`src/rtl/vx_fifo_queue_mq.sv`:
```
// vx_fifo_queue_mq: NUM_QUEUES independent FIFOs of DEPTH entries each, sharing
// one dual-port RAM of NUM_QUEUES*DEPTH words (queue q owns words
// q*DEPTH .. q*DEPTH+DEPTH-1).
//
// Ports:
//   clk, reset        clock, synchronous active-high reset
//   push/push_qid     append data_in to the tail of queue push_qid
//   data_in           push payload
//   pop/pop_qid       remove the head of queue pop_qid
//   flush             per-queue flush mask (empties queue q on the next edge)
//   data_out          head entry for the previous cycle's pop
//   data_valid        data_out valid, one cycle after an accepted pop
//   data_qid          queue id of data_out
//   empty/alm_empty   per-queue size == 0 / size <= ALM_EMPTY (registered)
//   full/alm_full     per-queue size == DEPTH / size >= ALM_FULL (registered)
//   size              per-queue occupancy, queue q at [q*SIZEW +: SIZEW]
module vx_fifo_queue_mq #(
    parameter int DATAW      = 32,
    parameter int DEPTH      = 12,
    parameter int NUM_QUEUES = 4,
    parameter int ALM_FULL   = DEPTH - 1,
    parameter int ALM_EMPTY  = 1,
    parameter int LUTRAM     = 0,
    parameter int QIDW       = (NUM_QUEUES > 1) ? $clog2(NUM_QUEUES) : 1,
    parameter int SIZEW      = $clog2(DEPTH + 1)
) (
    input  logic                        clk,
    input  logic                        reset,
    input  logic                        push,
    input  logic [QIDW-1:0]             push_qid,
    input  logic [DATAW-1:0]            data_in,
    input  logic                        pop,
    input  logic [QIDW-1:0]             pop_qid,
    input  logic [NUM_QUEUES-1:0]       flush,
    output logic [DATAW-1:0]            data_out,
    output logic                        data_valid,
    output logic [QIDW-1:0]             data_qid,
    output logic [NUM_QUEUES-1:0]       empty,
    output logic [NUM_QUEUES-1:0]       alm_empty,
    output logic [NUM_QUEUES-1:0]       full,
    output logic [NUM_QUEUES-1:0]       alm_full,
    output logic [NUM_QUEUES*SIZEW-1:0] size
);
    localparam int PTRW  = $clog2(DEPTH);
    localparam int WORDS = NUM_QUEUES * DEPTH;
    localparam int ADDRW = (WORDS > 1) ? $clog2(WORDS) : 1;

    if (DEPTH < 2) begin : g_bad_depth
        $error("vx_fifo_queue_mq: DEPTH must be >= 2");
    end
    if (ALM_FULL <= 0 || ALM_FULL >= DEPTH) begin : g_bad_alm_full
        $error("vx_fifo_queue_mq: ALM_FULL must satisfy 0 < ALM_FULL < DEPTH");
    end
    if (ALM_EMPTY <= 0 || ALM_EMPTY >= DEPTH) begin : g_bad_alm_empty
        $error("vx_fifo_queue_mq: ALM_EMPTY must satisfy 0 < ALM_EMPTY < DEPTH");
    end

    logic [QIDW-1:0]  wq, rq;
    logic [PTRW-1:0]  rd_ptr   [NUM_QUEUES];
    logic [PTRW-1:0]  wr_ptr   [NUM_QUEUES];
    logic [PTRW-1:0]  rd_ptr_n [NUM_QUEUES];
    logic [PTRW-1:0]  wr_ptr_n [NUM_QUEUES];
    logic [SIZEW-1:0] cnt      [NUM_QUEUES];
    logic [SIZEW-1:0] cnt_n    [NUM_QUEUES];
    logic             q_push   [NUM_QUEUES];
    logic             q_pop    [NUM_QUEUES];
    logic             wr_en, rd_en;
    logic [ADDRW-1:0] wr_addr, rd_addr;
    logic [DATAW-1:0] rd_data;

    // Queue ids carry no information with a single queue.
    assign wq = (NUM_QUEUES == 1) ? '0 : push_qid;
    assign rq = (NUM_QUEUES == 1) ? '0 : pop_qid;

    // Explicit wrap at DEPTH-1 so non-power-of-2 depths stay in their region.
    function automatic logic [PTRW-1:0] ptr_inc(input logic [PTRW-1:0] p);
        return (p == PTRW'(DEPTH - 1)) ? '0 : p + PTRW'(1);
    endfunction

    // Flush wins over a same-cycle push/pop on that queue.
    assign wr_en   = push && !flush[wq];
    assign rd_en   = pop && !flush[rq];
    assign wr_addr = ADDRW'(wq) * ADDRW'(DEPTH) + ADDRW'(wr_ptr[wq]);
    assign rd_addr = ADDRW'(rq) * ADDRW'(DEPTH) + ADDRW'(rd_ptr[rq]);

    always_comb begin
        for (int unsigned q = 0; q < NUM_QUEUES; q++) begin
            q_push[q]   = push && (wq == QIDW'(q)) && !flush[q];
            q_pop[q]    = pop && (rq == QIDW'(q)) && !flush[q];
            rd_ptr_n[q] = rd_ptr[q];
            wr_ptr_n[q] = wr_ptr[q];
            cnt_n[q]    = cnt[q];
            if (flush[q]) begin
                rd_ptr_n[q] = '0;
                wr_ptr_n[q] = '0;
                cnt_n[q]    = '0;
            end else begin
                if (q_push[q]) wr_ptr_n[q] = ptr_inc(wr_ptr[q]);
                if (q_pop[q])  rd_ptr_n[q] = ptr_inc(rd_ptr[q]);
                cnt_n[q] = cnt[q] + SIZEW'(q_push[q]) - SIZEW'(q_pop[q]);
            end
        end
    end

    // Read and write share one edge; the read sees the pre-write word, so a
    // pop+push on a full queue returns the old head while refilling its slot.
    if (LUTRAM != 0) begin : g_lutram
        (* ram_style = "distributed" *) logic [DATAW-1:0] ram [WORDS];
        always_ff @(posedge clk) begin
            if (wr_en) ram[wr_addr] <= data_in;
            if (rd_en) rd_data <= ram[rd_addr];
        end
    end else begin : g_bram
        (* ram_style = "block" *) logic [DATAW-1:0] ram [WORDS];
        always_ff @(posedge clk) begin
            if (wr_en) ram[wr_addr] <= data_in;
            if (rd_en) rd_data <= ram[rd_addr];
        end
    end

    assign data_out = rd_data;

    always_ff @(posedge clk) begin
        if (reset) begin
            for (int unsigned q = 0; q < NUM_QUEUES; q++) begin
                rd_ptr[q] <= '0;
                wr_ptr[q] <= '0;
                cnt[q]    <= '0;
            end
            empty      <= '1;
            alm_empty  <= '1;
            full       <= '0;
            alm_full   <= '0;
            data_valid <= 1'b0;
            data_qid   <= '0;
        end else begin
            for (int unsigned q = 0; q < NUM_QUEUES; q++) begin
                rd_ptr[q]    <= rd_ptr_n[q];
                wr_ptr[q]    <= wr_ptr_n[q];
                cnt[q]       <= cnt_n[q];
                empty[q]     <= (cnt_n[q] == '0);
                alm_empty[q] <= (cnt_n[q] <= SIZEW'(ALM_EMPTY));
                full[q]      <= (cnt_n[q] == SIZEW'(DEPTH));
                alm_full[q]  <= (cnt_n[q] >= SIZEW'(ALM_FULL));
            end
            data_valid <= rd_en;
            if (rd_en) data_qid <= rq;
        end
    end

    always_comb begin
        size = '0;
        for (int unsigned q = 0; q < NUM_QUEUES; q++) begin
            size[q*SIZEW +: SIZEW] = cnt[q];
        end
    end

    a_no_push_full: assert property (@(posedge clk) disable iff (reset)
        (push && !flush[wq] && full[wq]) |-> (pop && rq == wq));
    a_no_pop_empty: assert property (@(posedge clk) disable iff (reset)
        (pop && !flush[rq]) |-> !empty[rq]);

endmodule

```
`config.mk`:
```
export PLATFORM = sky130hd
export DESIGN_NAME = vx_fifo_queue_mq
export DESIGN_NICKNAME = d
export VERILOG_FILES = /design/src/rtl/vx_fifo_queue_mq.sv
export SDC_FILE = /design/constraint.sdc
export NUM_CORES = 2
export LEC_CHECK = 0
export CAP_MARGIN = 0
export CELL_PAD_IN_SITES_DETAIL_PLACEMENT = 1
export CELL_PAD_IN_SITES_GLOBAL_PLACEMENT = 1
export CORE_UTILIZATION = 40
export CTS_BUF_LIST = sky130_fd_sc_hd__clkbuf_16
export DETAILED_ROUTE_END_ITERATION = 7
export PLACE_DENSITY_LB_ADDON = 0.3
export RECOVER_POWER = 25
export SYNTH_ARGS = -nofsm -noshare
export SYNTH_HDL_FRONTEND = slang
export SYNTH_SLANG_ARGS = --single-unit
export TNS_END_PERCENT = 100
```
`constraint.sdc`:
```
create_clock -name clk -period 6 [get_ports clk]
set_input_delay 1.8 -clock clk [delete_from_list [all_inputs] [get_ports clk]]
set_output_delay 1.8 -clock clk [all_outputs]
set_load 0.1 [all_outputs]
```
==> run summary <==
Status -> finished with violations
Failing checks -> max-capacitance violations, max-slew violations
Power per Cell Area -> 304.0 nW/µm²
Max Slew Vio Count -> 1029
MaxCap Viol Count -> 21
Area Growth Syn to Fin -> 16.69%
Arrival time at the worst endpoint -> 6.31 ns
Port Buffers -> 110
Drt initial violations -> 3475
Critical-path cell list -> clkdlybuf4s50_1, mux4_2, ha_1, fa_4, clkinv_1, buf_4, nand2_4, buf_4, o22ai_1, a31o_1, a211oi_1, buf_4, a31oi_1
GR Overflow Total -> 0
Initial antenna violation count -> 10
Mapped Area -> 69420 µm²
Clock root buffer master -> clkbuf_16
Startpoint types -> input pin
Synth top cells by count -> edfxtp_1, mux4_2, nand2_1
Pre-CTS setup slack -> -0.6772 ns
Power Total -> 24620 µW
Synthesized flop and latch total -> 1635
Netlist cell types -> 52
HP Start -> data_qid[0]
FF-to-FF End -> data_out[20]
First-pass GRT wire length -> 296100 µm
Crit path from -> pop_qid[0]
Setup TNS Final -> 0 ns
Pre-antenna DRT Iters -> 5
Critical path endpoint category -> register
Worst EP required -> 6.59 ns
Nets -> 4394
Core Box Area -> 171900 µm²
Reg2reg path depth -> 12
Global Route Usage Sum -> 0.2352
Most common cell in the netlist -> edfxtp_1
R2R Path Start -> rd_ptr[1][2]
Slew headroom -> -0.6870
Synth warnings -> 0
Drt total wl -> 205000 µm
Synth area leaders -> edfxtp_1, mux4_2, mux2i_1
Cell seen most often among critical-path stages -> buf_4
Initial core utilization -> 0.4038
Final period utilization -> 0.9543
Clock sinks -> 1635
WHS Endpoint -> data_qid[0]
CTS tree -> yes
Clock Pin Slew Worst Setup and Hold Paths -> 0.06 ns
DP HPWL -> 123300 µm
Post-cts sizing count -> 0
Final core occ -> 0.4712
Clock H-tree levels -> 4
Peak per-stage delay on the critical path -> 0.89 ns
Site Rows -> 152
CP Class -> in2reg
Post-synth top flop -> edfxtp_1
Largest net degree at the start of global routing -> 129
CTS buffer count -> 174
Vert. Die Dim -> 418.6 µm
VDD IR max -> 325.5 µV
Setup WS post-layout -> 0.2741 ns
Worst-path fanout max -> 6
Synth Net Count -> 4109
EDFF count, synth -> 1568
Final-report hold violation count -> 0
Proportion of netlist area held by the largest area contributor -> 0.6783
Via density per instance -> 5.953
Final ANT Viol Nets -> 0
Unrepaired setup endpoints after global routing -> no
CTS Hold Bufs -> 0
Postcts setup bufs -> 0
Largest area contributor in the netlist -> edfxtp_1
Slew @ Worst Pin -> 2.530 ns
Via Count -> 40210
Worst path slowest cell -> fa_4
Remaining DRCs -> 0
Static leakage -> 0.02479 µW
Register area share after synthesis -> 0.6976
Die width -> 418.6 µm
Final GP Congestion -> 0.8024
CTS max path bufs -> 3
Setup slack, reg-to-reg -> 1.38 ns
Hold crit path type -> reg2reg
Vias in the first global route -> 42760
# setup viols final -> 0
Worst Clk Skew -> 0.07074 ns
Hold path depth -> 2
Die Area -> 175200 µm²
Mapped Cells -> 4021
Ratio of cells with drive above 1 in the final layout -> 0.2251
Max Fclk -> 174.6 MHz
Min Tclk post-route -> 5.726 ns
Post-Syn Area per Cell -> 17.26 µm²
IO Pins -> 111
Wire per inst -> 30.36 µm
Ys async rst share -> 0
Later-pin clock latency in the skew report -> 0.85 ns
==> critical path: cells and delay by family <==
kind / cells / cell delay [ns]
fa+ha+maj: 2 / 1.12
buf+inv: 5 / 1.65
mux: 1 / 0.35
compound gates: 4 / 1.28
simple gates: 1 / 0.09
==> cells by family (layout without fill, tap and decap cells) <==
logic type | Yosys count | count (layout) | synth area share
AOI/OAI and AO/OA | 649 | 649 | 0.06233
xor gates and xnor gates | 18 | 18 | 0.002271
adders and majority gates | 44 | 44 | 0.008579
buffers and inverters | 300 | 722 | 0.02013
DFF | 1635 | 1635 | 0.6976
muxes | 653 | 653 | 0.1635
other | 0 | 1 | 0
and+or+nand+nor | 722 | 722 | 0.04565
==> worst max path at each step <==
stage	end	depth (start not counted)	slack, ns
after floorplan	data_out[29]	15	0.26
after global placement	data_out[20]	13	-0.64
after detailed placement	data_out[20]	13	-0.68
after CTS	data_out[20]	13	0.25
after global routing	data_out[20]	13	0.26
final	data_out[20]	13	0.27
==> layout by cell type (no fill, tap or decap), types with 61 or more instances in the layout <==
master	count
o21ai_0	145
a22o_1	61
mux2i_1	262
mux4_2	382
nor2_1	163
clkdlybuf4s50_1	78
buf_4	177
inv_1	70
clkbuf_16	176
a32oi_1	66
buf_12	86
a31oi_1	73
nand2_1	332
dfxtp_1	67
o22ai_1	122
edfxtp_1	1568
==> metrics by stage <==
stage	cell area [µm²]	std cells	hold slack, ns
3_5_place_dp	75600	6440	0.4977
2_1_floorplan	69420	4021	0.4754
5_1_grt	81010	6753	0.5566
4_1_cts	81040	6753	0.5090
3_3_place_gp	75600	6440	0.4715
6_report	81010	6754	0.5040
==> per-layer routing <==
metal / wire length (µm) / part of all wire / track usage
met5: 13 / 0.000063 / 0
met2: 101000 / 0.49 / 0.3922
met1: 84540 / 0.41 / 0.3148
met4: 6321 / 0.031 / 0.07754
met3: 13180 / 0.064 / 0.03689
==> power breakdown <==
part	internal, µW	total, µW	leakage, µW	switching, µW
registers	12600	12600	0.0147	43.9
clock network	5730	10300	0.00280	4570
logic	547	1690	0.00733	1140
==> state kept, by name, indices dropped and copies added, names as in the netlist <==
signal / flops
data_qid: 2
data_valid: 1
empty: 4
cnt: 16
full: 4
alm_full: 4
data_out: 32
g_bram.ram: 1536
wr_ptr: 16
alm_empty: 4
rd_ptr: 16
==> layout make-up <==
| class | count | area (µm²) |
|---|---|---|
| fillers | 16190 | 90920 |
| flip-flops and latches | 1635 | 48430 |
| multi-input cells | 2086 | 20140 |
| clock buffers | 176 | 4404 |
| repair buffers | 374 | 3981 |
| well taps | 2310 | 2890 |
| clock inverters | 137 | 1030 |
| inverters | 35 | 133.9 |
| diodes | 1 | 2.502 |
(Power assumes the default switching activity.)
